--- src/rtl/add64_seq_pkg.sv ---
// Shared ALU definitions for the sequential 64-bit add/subtract unit:
// FSM state encoding, operation codes and datapath widths.
package add64_seq_pkg;

  localparam int DATA_W = 64;
  localparam int HALF_W = 32;
  localparam int CNT_W  = 16;

  localparam logic OP_ADD = 1'b0;
  localparam logic OP_SUB = 1'b1;

  typedef enum logic [1:0] {
    IDLE = 2'd0,
    LO   = 2'd1,
    HI   = 2'd2,
    DONE = 2'd3
  } state_t;

endpackage

--- src/rtl/add64_seq_add32.sv ---
// Plain 32-bit ripple-style adder with carry in/out, reused by the
// sequential 64-bit unit for both halves of every operation.
module add64_seq_add32
  import add64_seq_pkg::*;
(
  input  logic              cin,
  input  logic [HALF_W-1:0] a,
  input  logic [HALF_W-1:0] b,
  output logic [HALF_W-1:0] res,
  output logic              cout
);

  assign {cout, res} = {1'b0, a} + {1'b0, b} + {{HALF_W{1'b0}}, cin};

endmodule

--- src/rtl/add64_seq.sv ---
// 64-bit add/subtract built from one 32-bit adder used twice per request
// (low half, then high half) behind a valid/ready handshake on both sides.
module add64_seq
  import add64_seq_pkg::*;
#(
  parameter bit SUB_EN = 1'b1
)(
  input  logic              clk,
  input  logic              rst_n,
  input  logic              in_valid,
  output logic              in_ready,
  input  logic              op,
  input  logic [DATA_W-1:0] a,
  input  logic [DATA_W-1:0] b,
  output logic              out_valid,
  input  logic              out_ready,
  output logic [DATA_W-1:0] res,
  output logic              cout,
  output logic              ovf,
  output logic              zero,
  output logic [CNT_W-1:0]  op_cnt
);

  state_t              r_state;
  logic [DATA_W-1:0]   r_a;
  logic [DATA_W-1:0]   r_b;
  logic                r_op;
  logic [HALF_W-1:0]   r_resLo;
  logic                r_carryLo;
  logic [DATA_W-1:0]   r_res;
  logic                r_cout;
  logic                r_ovf;
  logic                r_zero;
  logic [CNT_W-1:0]    r_opCnt;

  logic [DATA_W-1:0]   w_bEff;
  logic                w_hiPass;
  logic [HALF_W-1:0]   w_addA;
  logic [HALF_W-1:0]   w_addB;
  logic                w_addCin;
  logic [HALF_W-1:0]   w_sum;
  logic                w_carry;

  // Subtraction is a + ~b + 1; the +1 enters as the low-pass carry-in.
  assign w_bEff   = r_op ? ~r_b : r_b;
  assign w_hiPass = (r_state == HI);
  assign w_addA   = w_hiPass ? r_a[DATA_W-1:HALF_W]    : r_a[HALF_W-1:0];
  assign w_addB   = w_hiPass ? w_bEff[DATA_W-1:HALF_W] : w_bEff[HALF_W-1:0];
  assign w_addCin = w_hiPass ? r_carryLo : r_op;

  add64_seq_add32 u_add32 (
    .cin  (w_addCin),
    .a    (w_addA),
    .b    (w_addB),
    .res  (w_sum),
    .cout (w_carry)
  );

  assign in_ready  = rst_n && (r_state == IDLE);
  assign out_valid = (r_state == DONE);
  assign res       = r_res;
  assign cout      = r_cout;
  assign ovf       = r_ovf;
  assign zero      = r_zero;
  assign op_cnt    = r_opCnt;

  // Low half lands in r_resLo so res keeps the previous result until HI completes.
  always_ff @(posedge clk) begin
    if (!rst_n) begin
      r_state   <= IDLE;
      r_a       <= '0;
      r_b       <= '0;
      r_op      <= OP_ADD;
      r_resLo   <= '0;
      r_carryLo <= 1'b0;
      r_res     <= '0;
      r_cout    <= 1'b0;
      r_ovf     <= 1'b0;
      r_zero    <= 1'b0;
      r_opCnt   <= '0;
    end else begin
      case (r_state)
        IDLE: begin
          if (in_valid) begin
            r_a     <= a;
            r_b     <= b;
            r_op    <= SUB_EN ? op : OP_ADD;
            r_state <= LO;
          end
        end
        LO: begin
          r_resLo   <= w_sum;
          r_carryLo <= w_carry;
          r_state   <= HI;
        end
        HI: begin
          r_res   <= {w_sum, r_resLo};
          r_cout  <= w_carry;
          r_ovf   <= (r_a[DATA_W-1] == w_bEff[DATA_W-1]) &&
                     (w_sum[HALF_W-1] != r_a[DATA_W-1]);
          r_zero  <= ({w_sum, r_resLo} == '0);
          r_state <= DONE;
        end
        DONE: begin
          if (out_ready) begin
            r_opCnt <= r_opCnt + 1'b1;
            r_state <= IDLE;
          end
        end
        default: r_state <= IDLE;
      endcase
    end
  end

endmodule

--- config.mk ---
export PLATFORM = sky130hd
export DESIGN_NAME = add64_seq
export DESIGN_NICKNAME = d
export VERILOG_FILES = /design/src/rtl/add64_seq_pkg.sv /design/src/rtl/add64_seq_add32.sv /design/src/rtl/add64_seq.sv
export SDC_FILE = /design/constraint.sdc
export NUM_CORES = 1
export LEC_CHECK = 0
export BUFFER_PORTS_ARGS = -buffer_cell sky130_fd_sc_hd__buf_4
export CORE_UTILIZATION = 45
export DETAILED_ROUTE_END_ITERATION = 10
export HOLD_SLACK_MARGIN = 0.12
export PLACE_DENSITY_LB_ADDON = 0.2
export SYNTH_ARGS = -nofsm -noshare
export SYNTH_HDL_FRONTEND = slang
export SYNTH_SLANG_ARGS = --single-unit
--- constraint.sdc ---
create_clock -name clk -period 6.7 [get_ports clk]
set_input_delay 0 -clock clk [delete_from_list [all_inputs] [get_ports clk]]
set_output_delay 0 -clock clk [all_outputs]
set_load 0.01 [all_outputs]
==> results.yml, run 1 <==
layout:
  drive_above_1_share: 0.180
  nets: 1927
  finish.utilization: 0.625
  final_common_cell: "nand2_1"
  layout_common_cells: "nand2_1, dfxtp_1, buf_4"
  nFillCells: 2191
  fin_area_mm2: 0.0164
  area_growth_pct: 35.5
  multi_input_area_mm2: 0.00674
  regArea_mm2: 0.00495
  diodes: 0
clock_network:
  cts_buffers: 26
  cts_tree: "done"
  clockRootBuffer: "clkbuf_16"
  clk_latency_ns: 0.54
  htree_levels: 1
  clk_pin_slew_worst_paths_ns: 0.06
  cts_sinks: 247
  cts_buffer_depth: 3
  cts_setup_buffers: 0
run:
  maxCapViolations: 0
outcome:
  failed_checks: "design-rule violations"
  status: "complete, but fails checks"
route:
  dr.max_layer_used: "met4"
  vias: 11100
  wl_per_cell_um: 16.3
  first_iter_violations: 709
  wl_met2_um: 15600
  remaining_drc_errors: 11
  wl_met3_um: 1580
  viasPerCell: 5.26
  ant_nets: 0
  drt_wl_total_um: 34300
  drt_first_pass_iters: 11
  met1Wirelength_um: 16400
logic_synthesis:
  synth-async-reset-ratio: 0
  yosysWarnings: 0
  syn_avg_cell_area_um2: 8.41
  synth_top_flop_cell: "dfxtp_1"
  netlist-cell-type-count: 68
  syn_area_mm2: 0.0121
  syn_nets: 1610
  synth-seq-cells: 247
  synth_cells: 1437
  ys_seq_area_frac: 0.409
  synth_edf_count: 0
sta:
  layout_min_cycle_time_ns: 4.93
  final-setup-viol-count: 0
  fin_tns_setup_ns: 0
  worst_slew_pin_slew_ns: 1.11
  finalClockSkew_ns: 0.0254
  fmax_ghz: 0.203
  rsz0062_at_grt: "false"
  slew_headroom: 0.243
  fin_crit_sh: 0.735
  hold_viol_final: 0
  finalMaxSlewViolations: 0
setup_path:
  crit_type: "register to register"
  end_kind: "register"
  critPathArrivalTime_ns: 5.35
  start_kind: "register"
  critPathRequiredTime_ns: 7.13
  critPathMaxStageDelay_ns: 0.61
  critical-path-top-delay-family: "simple AND/OR/NAND/NOR gates"
  cp_slowest_cell: "buf_4"
  path_cells: "inv_1 -> ha_4 -> buf_4 -> mux2i_1 -> xnor2_1 -> ha_1 -> nand2_1 -> or3_4 -> or3_1 -> and4b_4 -> o31ai_4 -> xnor2_1 -> or3_1 -> a311oi_1"
  path_max_fanout: 44
  cp.buffers_inverters: 2
floorplan:
  fp.dieH_um: 166
  design.core.area_mm2: 0.0262
  num_io_pins: 218
  initial_core_util: 0.461
  dieArea_mm2: 0.0275
  die_x_um: 166
  fp-row-count: 59
global_routing:
  grt_max_degree: 149
  grt_usage: 0.247
  first_global_vias: 10700
  overflow: 0
  grt_first_pass_wirelength_um: 56100
  antenna_found_initial: 0
placement:
  port_buffers: 217
  gp_congestion: 0.848
  dp_hpwl_um: 23200
  dpl_cell_area_mm2: 0.0138
power:
  power.density_mw_per_mm2: 362
  vdd_drop_max_uv: 188
  p_leak_nw: 6.60
hold_path:
  hold_path.class: "primary input to register"
==> synth_stat cells, types with 3 or more instances <==
cell type  number  area share
nor2b_1         9      0.0047
buf_4           6      0.0037
and4_1          7      0.0051
o211ai_1        5      0.0031
o21ai_0        21      0.0087
and3_1          8      0.0041
nand3_1        16      0.0066
a221oi_1        5      0.0036
mux2_2         33       0.031
nor3_1         17      0.0070
a211oi_1       18       0.011
nor3b_1         3      0.0019
clkbuf_1       68       0.021
a311o_1         4      0.0033
nor4b_1         3      0.0022
a21o_1          8      0.0050
nand4_1        10      0.0052
nor4_1         15      0.0078
mux2i_1       124        0.10
nand2b_1        7      0.0036
nor2_1        135       0.042
and2_1         12      0.0062
a21oi_1       173       0.072
o21a_1          4      0.0025
dfxtp_1       247        0.41
a311oi_1        3      0.0022
nand2_1       290       0.090
a2111oi_0       5      0.0036
or3_1           8      0.0041
buf_1          17      0.0053
a31oi_1         3      0.0016
or2_2           3      0.0016
xnor2_1        46       0.033
o21ai_1         3      0.0012
inv_1          11      0.0034
ha_1           38       0.039
xor2_1         13      0.0094
==> per-layer routing <==
metal  track usage  vias to the layer above
met5             0                        -
met4        0.0670                        0
met3        0.0300                       55
met2         0.394                      297
met1         0.352                     5151
li1              -                     5600
==> where the power goes <==
part	total [mW]	internal, mW	switching, mW
combinational	2.48	1.05	1.43
clock	1.54	0.949	0.589
sequential	1.91	1.72	0.192
total	5.93	3.72	2.21
==> flip-flops by register name, summed over array words and instances (netlist names) <==
| register | flops |
|---|---|
| op_cnt | 16 |
| r_op | 1 |
| r_state | 2 |
| res | 64 |
| r_carryLo | 1 |
| r_resLo | 32 |
| r_b | 64 |
| r_a | 64 |
| zero | 1 |
| ovf | 1 |
| cout | 1 |
==> logic make-up (layout without fill, tap and decap cells) <==
group,after synthesis,after routing,synth area share
compound gates,270,270,0.132
xor+xnor,59,59,0.0427
fa+ha+maj,40,40,0.0426
buf+inv,107,444,0.0365
flops,247,247,0.409
mux,157,157,0.133
simple gates,557,557,0.203
==> path summary, 6_finish.rpt <==
path / endpoint / depth (start not counted) / startpoint / slack (ns)
min: r_a[6]$_SDFFE_PN0P_ / 4 / in_valid / 0.12
min reg2reg: r_a[27]$_SDFFE_PN0P_ / 2 / r_a[27]$_SDFFE_PN0P_ / 0.45
max reg2reg: ovf$_SDFFE_PN0N_ / 14 / r_state[0]$_SDFFE_PN0P_ / 1.77
max: ovf$_SDFFE_PN0N_ / 14 / r_state[0]$_SDFFE_PN0P_ / 1.77
==> per-stage QoR <==
step	cells	setup WS [ns]	power, mW	hold slack (ns)
5_1_grt	2109	1.38	6.29	0.150
3_5_place_dp	1899	1.76	4.29	0.259
6_report	2109	1.77	5.93	0.120
3_3_place_gp	1899	1.93	4.25	0.249
2_1_floorplan	1437	2.37	3.63	0.122
4_1_cts	2109	1.74	5.93	0.120
==> final cells by class <==
cell class,instances,share of cell area
multi-input cells,1083,0.412
clock inverters,8,0.00726
flip-flops and latches,247,0.302
clock buffers,40,0.0497
well taps,335,0.0256
inverters,12,0.00306
repair buffers,384,0.201
==> worst register-to-register path, cell delays in order, from the launching register on <==
cell	delay, ns
dfxtp_1	0.33
inv_1	0.23
ha_4	0.42
buf_4	0.63
mux2i_1	0.34
xnor2_1	0.10
ha_1	0.54
nand2_1	0.22
or3_4	0.41
or3_1	0.39
and4b_4	0.22
o31ai_4	0.24
xnor2_1	0.15
or3_1	0.36
a311oi_1	0.25
==> what timing repair did <==
action,in CTS,in global routing
gates resized for setup,0,0
endpoints found under the setup margin,0,0
endpoints found under the hold margin,138,0
hold buffers,162,0
No activity file was read; power rests on OpenSTA's default activity.
==> inputs of run 2 (changes only) <==
ABC_AREA = 1   (was not set)
clock period = 4.6 ns   (was 6.7 ns; I/O delays follow)
==> results.yml, run 2 <==
sta:
  hold_viol_final: 0
  layout_min_cycle_time_ns: 3.75
  fin_crit_sh: 0.816
  fmax_ghz: 0.267
  rsz0062_at_grt: "false"
  finalMaxSlewViolations: 0
  worst_slew_pin_slew_ns: 1.08
  slew_headroom: 0.282
  finalClockSkew_ns: 0.0219
  final-setup-viol-count: 0
  fin_tns_setup_ns: 0
clock_network:
  cts_sinks: 247
  clockRootBuffer: "clkbuf_16"
  ctsHoldBuffers: 165
  cts_setup_buffers: 0
  clk_pin_slew_worst_paths_ns: 0.06
  htree_levels: 1
  cts_tree: "done"
  clk_latency_ns: 0.54
  cts_buffers: 26
  cts.repair.resized: 0
  cts_buffer_depth: 3
logic_synthesis:
  synth-seq-cells: 247
  netlist-cell-type-count: 36
  synth.most_common_cell: "nand2_1"
  syn_area_mm2: 0.0126
  synth-async-reset-ratio: 0
  ys_seq_area_frac: 0.392
  synth_top_area_frac: 0.392
  syn_avg_cell_area_um2: 6.50
  synthTopCellsByCount: "nand2_1, nor2_1, dfxtp_1"
  syn_nets: 2111
  yosysWarnings: 0
  yosysTopAreaCell: "dfxtp_1"
  synth_edf_count: 0
  synth_top_flop_cell: "dfxtp_1"
  synthTopCellsByArea: "dfxtp_1, nand2_1, nor2_1"
  synth_cells: 1938
floorplan:
  num_io_pins: 218
  design.core.area_mm2: 0.0272
  die_x_um: 169
  fp-row-count: 60
  fp.dieH_um: 169
  initial_core_util: 0.464
  dieArea_mm2: 0.0287
setup_path:
  critPathArrivalTime_ns: 4.18
  path_max_fanout: 41
  path_cells: "inv_1 -> ha_2 -> buf_4 -> buf_4 -> nand2_1 -> nand2_1 -> xor2_1 -> ha_1 -> nand2_1 -> inv_1 -> nand3_1 -> o21bai_1 -> nand3_1 -> a21oi_1 -> nand2_1 -> nand2_1 -> nand2_1 -> inv_1 -> nand2_1 -> o211ai_1 -> inv_1"
  cp.buffers_inverters: 6
  crit_type: "register to register"
  cp_slowest_cell: "buf_4"
  start_kind: "register"
  worst_path_most_repeated_cell: "nand2_1"
  end_kind: "register"
  critPathRequiredTime_ns: 5.03
  critPathMaxStageDelay_ns: 0.45
  critical-path-top-delay-family: "buffers and inverters"
route:
  remaining_drc_errors: 0
  vias: 12900
  drt_wl_total_um: 36900
  viasPerCell: 4.87
  first_iter_violations: 856
  ant_nets: 0
  wl_per_cell_um: 13.9
  drt_first_pass_iters: 5
outcome:
  status: "finished clean"
power:
  p_total_mw: 11.1
  p_clk_frac: 0.207
  sw_frac_of_total: 0.438
  power.density_mw_per_mm2: 653
  vdd_drop_max_uv: 318
  pwr-share-seq: 0.288
  p_sw_mw: 4.88
  intPower_mw: 6.26
  power_frac_comb: 0.505
  p_leak_nw: 8.60
layout:
  diodes: 0
  fin_area_mm2: 0.0171
  final_common_cell: "nand2_1"
  layout_common_cells: "nand2_1, nor2_1, dfxtp_1"
  nets: 2437
  layoutNonFillerInstCount: 2656
  area_growth_pct: 35.3
  nFillCells: 2507
  drive_above_1_share: 0.129
placement:
  dp_cells: 2443
  port_buffers: 217
  dp_hpwl_um: 25300
  gp_congestion: 0.873
  dpl_cell_area_mm2: 0.0145
global_routing:
  overflow: 0
  first_global_vias: 12000
  grt_usage: 0.256
  grt_first_pass_wirelength_um: 60000
  antenna_found_initial: 0
  grt_max_degree: 119
run:
  maxCapViolations: 0
hold_path:
  hold_path.class: "primary input to register"
run 2: per-stage QoR:
stage | util | worst slack, ns | hold WS [ns]
after CTS | 0.628 | 0.866 | 0.235
after global placement | 0.532 | 0.900 | 0.254
after floorplan | - | 1.23 | 0.156
final | 0.628 | 0.848 | 0.254
after global routing | 0.628 | 0.412 | 0.269
after detailed placement | 0.532 | 0.896 | 0.257
run 2: power by group through the flow:
stage	clock, mW	sequential (mW)	combinational [mW]
3_3_place_gp	0	3.23	5.33
3_5_place_dp	0	3.24	5.37
2_1_floorplan	0	3.22	3.65
6_report	2.30	3.21	5.63
4_1_cts	2.34	3.20	5.59
5_1_grt	2.41	3.28	6.36
run 2: kinds of logic after synthesis:
family                     Yosys count  share of synthesized area
xor gates and xnor gates            43                     0.0299
adders and majority gates           40                     0.0409
buffers and inverters              334                     0.0998
muxes                                1                   0.000794
and+or+nand+nor                    938                      0.297
AOI/OAI and AO/OA                  335                      0.140
DFF                                247                      0.392
run 2: final cells by class:
class	instances	area, um2	area share
clock buffers	33	707	0.0414
clock inverters	15	241	0.0142
well taps	372	465	0.0273
repair buffers	393	3380	0.198
multi-input cells	1357	6420	0.376
flip-flops and latches	247	4950	0.290
inverters	239	898	0.0527
run 2: final timing paths:
kind / from / endpoint / slack, ns / depth (start not counted)
worst max-delay path: r_state[0]$_SDFFE_PN0P_ / res[63]$_SDFFE_PN0N_ / 0.85 / 21
worst min-delay path: b[34] / r_b[34]$_SDFFE_PN0P_ / 0.25 / 4
worst max register to register: r_state[0]$_SDFFE_PN0P_ / res[63]$_SDFFE_PN0N_ / 0.85 / 21
worst min register to register: op_cnt[15]$_SDFFE_PN0P_ / op_cnt[15]$_SDFFE_PN0P_ / 0.46 / 2
run 2: layer usage:
metal,track usage,wire length (um)
met5,0,0
met4,0.0756,915
met3,0.0392,2300
met2,0.403,16000
met1,0.360,17700
run 2: worst min-delay path: cells and delay by family:
kind	cells	cell delay (ns)
AOI/OAI and AO/OA	1	0.07
buffers and inverters	2	0.61
and+or+nand+nor	1	0.07
==> inputs of run 3 (changes only) <==
ABC_AREA = 0   (was 1)
clock period = 3.9 ns   (was 4.6 ns; I/O delays follow)
==> results.yml, run 3 (synthesis results as in run 1) <==
power:
  pwr-share-seq: 0.303
  intPower_mw: 6.70
  p_clk_frac: 0.215
  p_leak_nw: 6.98
  power.density_mw_per_mm2: 628
  vdd_drop_max_uv: 334
  sw_frac_of_total: 0.375
  p_sw_mw: 4.02
  power_frac_comb: 0.482
  p_total_mw: 10.7
floorplan:
  dieArea_mm2: 0.0275
  num_io_pins: 218
  initial_core_util: 0.461
  fp-row-count: 59
  die_x_um: 166
  design.core.area_mm2: 0.0262
  fp.dieH_um: 166
sta:
  timing.final.ws_setup_ns: 0.0273
  fin_crit_sh: 0.993
  slew_headroom: 0.238
  hold_viol_final: 0
  rsz0062_at_grt: "true"
  worst_slew_pin_slew_ns: 1.14
  finalMaxSlewViolations: 0
  final-setup-viol-count: 0
  fmax_ghz: 0.258
  finalClockSkew_ns: 0.0121
  layout_min_cycle_time_ns: 3.87
  fin_tns_setup_ns: 0
layout:
  finish.utilization: 0.651
  diodes: 0
  final_common_cell: "buf_4"
  layout_common_cells: "buf_4, nand2_1, dfxtp_1"
  drive_above_1_share: 0.250
  nets: 2007
  fin_area_mm2: 0.0171
  area_growth_pct: 41.1
clock_network:
  clk_latency_ns: 0.53
  clk_pin_slew_worst_paths_ns: 0.06
  clockRootBuffer: "clkbuf_16"
  htree_levels: 1
  cts_tree: "done"
  cts_buffers: 26
  cts_buffer_depth: 3
  cts_sinks: 247
setup_path:
  critPathArrivalTime_ns: 4.34
  path_max_fanout: 5
  crit_type: "register to register"
  critPathRequiredTime_ns: 4.37
  start_kind: "register"
  end_kind: "register"
route:
  vias: 11400
  viasPerCell: 5.24
  ant_nets: 0
  first_iter_violations: 718
  remaining_drc_errors: 14
  wl_per_cell_um: 16.2
  drt_wl_total_um: 35300
  drt_first_pass_iters: 10
  met1Wirelength_um: 16900
  wl_met3_um: 1640
  dr.max_layer_used: "met4"
  wl_met2_um: 16100
placement:
  gp_congestion: 0.872
  dp_hpwl_um: 24100
  detailedPlace.worstSlack_ns: -0.175
  dpl_cell_area_mm2: 0.0146
  port_buffers: 217
global_routing:
  grt_usage: 0.249
  antenna_found_initial: 0
  grt_max_degree: 130
  grt_first_pass_wirelength_um: 56500
  overflow: 0
  first_global_vias: 10900
outcome:
  status: "complete, but fails checks"
  failed_checks: "design-rule violations"
run:
  maxCapViolations: 0
hold_path:
  hold_path.class: "primary input to register"
-- run 3: through the flow --
step	hold slack, ns	instances
floorplan	0.122	1437
CTS	0.126	2172
global placement	0.249	1994
finish	0.132	2181
global route	0.157	2181
detailed placement	0.256	1994
-- run 3: worst max-delay path, stage by stage (launching register included) --
cell	delay (ns)
dfxtp_2	0.32
inv_2	0.07
ha_4	0.17
mux2i_1	0.23
xor2_1	0.21
fa_2	0.26
inv_2	0.05
fa_2	0.34
a21o_1	0.20
a221o_2	0.44
a32o_2	0.32
nor4_4	0.32
nor4_2	0.10
a2111oi_2	0.30
nor4bb_2	0.32
nand4_1	0.11
nand2_1	0.06
-- run 3: repair_timing --
action,CTS,global route
pin swaps,14,21
hold buffers,132,0
endpoints found under the hold margin,138,0
setup endpoints to repair,6,18
buffers inserted,6,9
gates resized for setup,20,34
-- run 3: cell type report --
cell class                      instances  area, um2
Inverter                               12       50.0
Timing Repair Buffer                  464       3880
Tap cell                              335        419
Sequential cell                       247       4950
Fill cell                            2192       9150
Clock inverter                          3       22.5
Multi-Input combinational cell       1083       6980
Clock buffer                           37        753
-- run 3: power by group through the flow --
stage	logic [mW]	clock network (mW)	registers, mW
3_3_place_gp	4.63	0	3.29
4_1_cts	4.96	2.34	3.24
3_5_place_dp	4.69	0	3.29
6_report	5.17	2.30	3.25
5_1_grt	5.60	2.46	3.30
2_1_floorplan	3.02	0	3.23
-- run 3: path summary, 6_finish.rpt --
check / startpoint / depth (start not counted) / to / slack, ns
max: r_state[0]$_SDFFE_PN0P_ / 16 / zero$_SDFFE_PN0N_ / 0.03
min: in_valid / 4 / r_a[32]$_SDFFE_PN0P_ / 0.13
max reg2reg: r_state[0]$_SDFFE_PN0P_ / 16 / zero$_SDFFE_PN0N_ / 0.03
min reg2reg: r_a[14]$_SDFFE_PN0P_ / 2 / r_a[14]$_SDFFE_PN0P_ / 0.45
-- run 3: routing by layer --
metal  up-vias  global-route usage
met2       307               0.403
met4         0              0.0618
li1       5751                   -
met1      5332               0.351
met3        46              0.0296
met5         -                   0
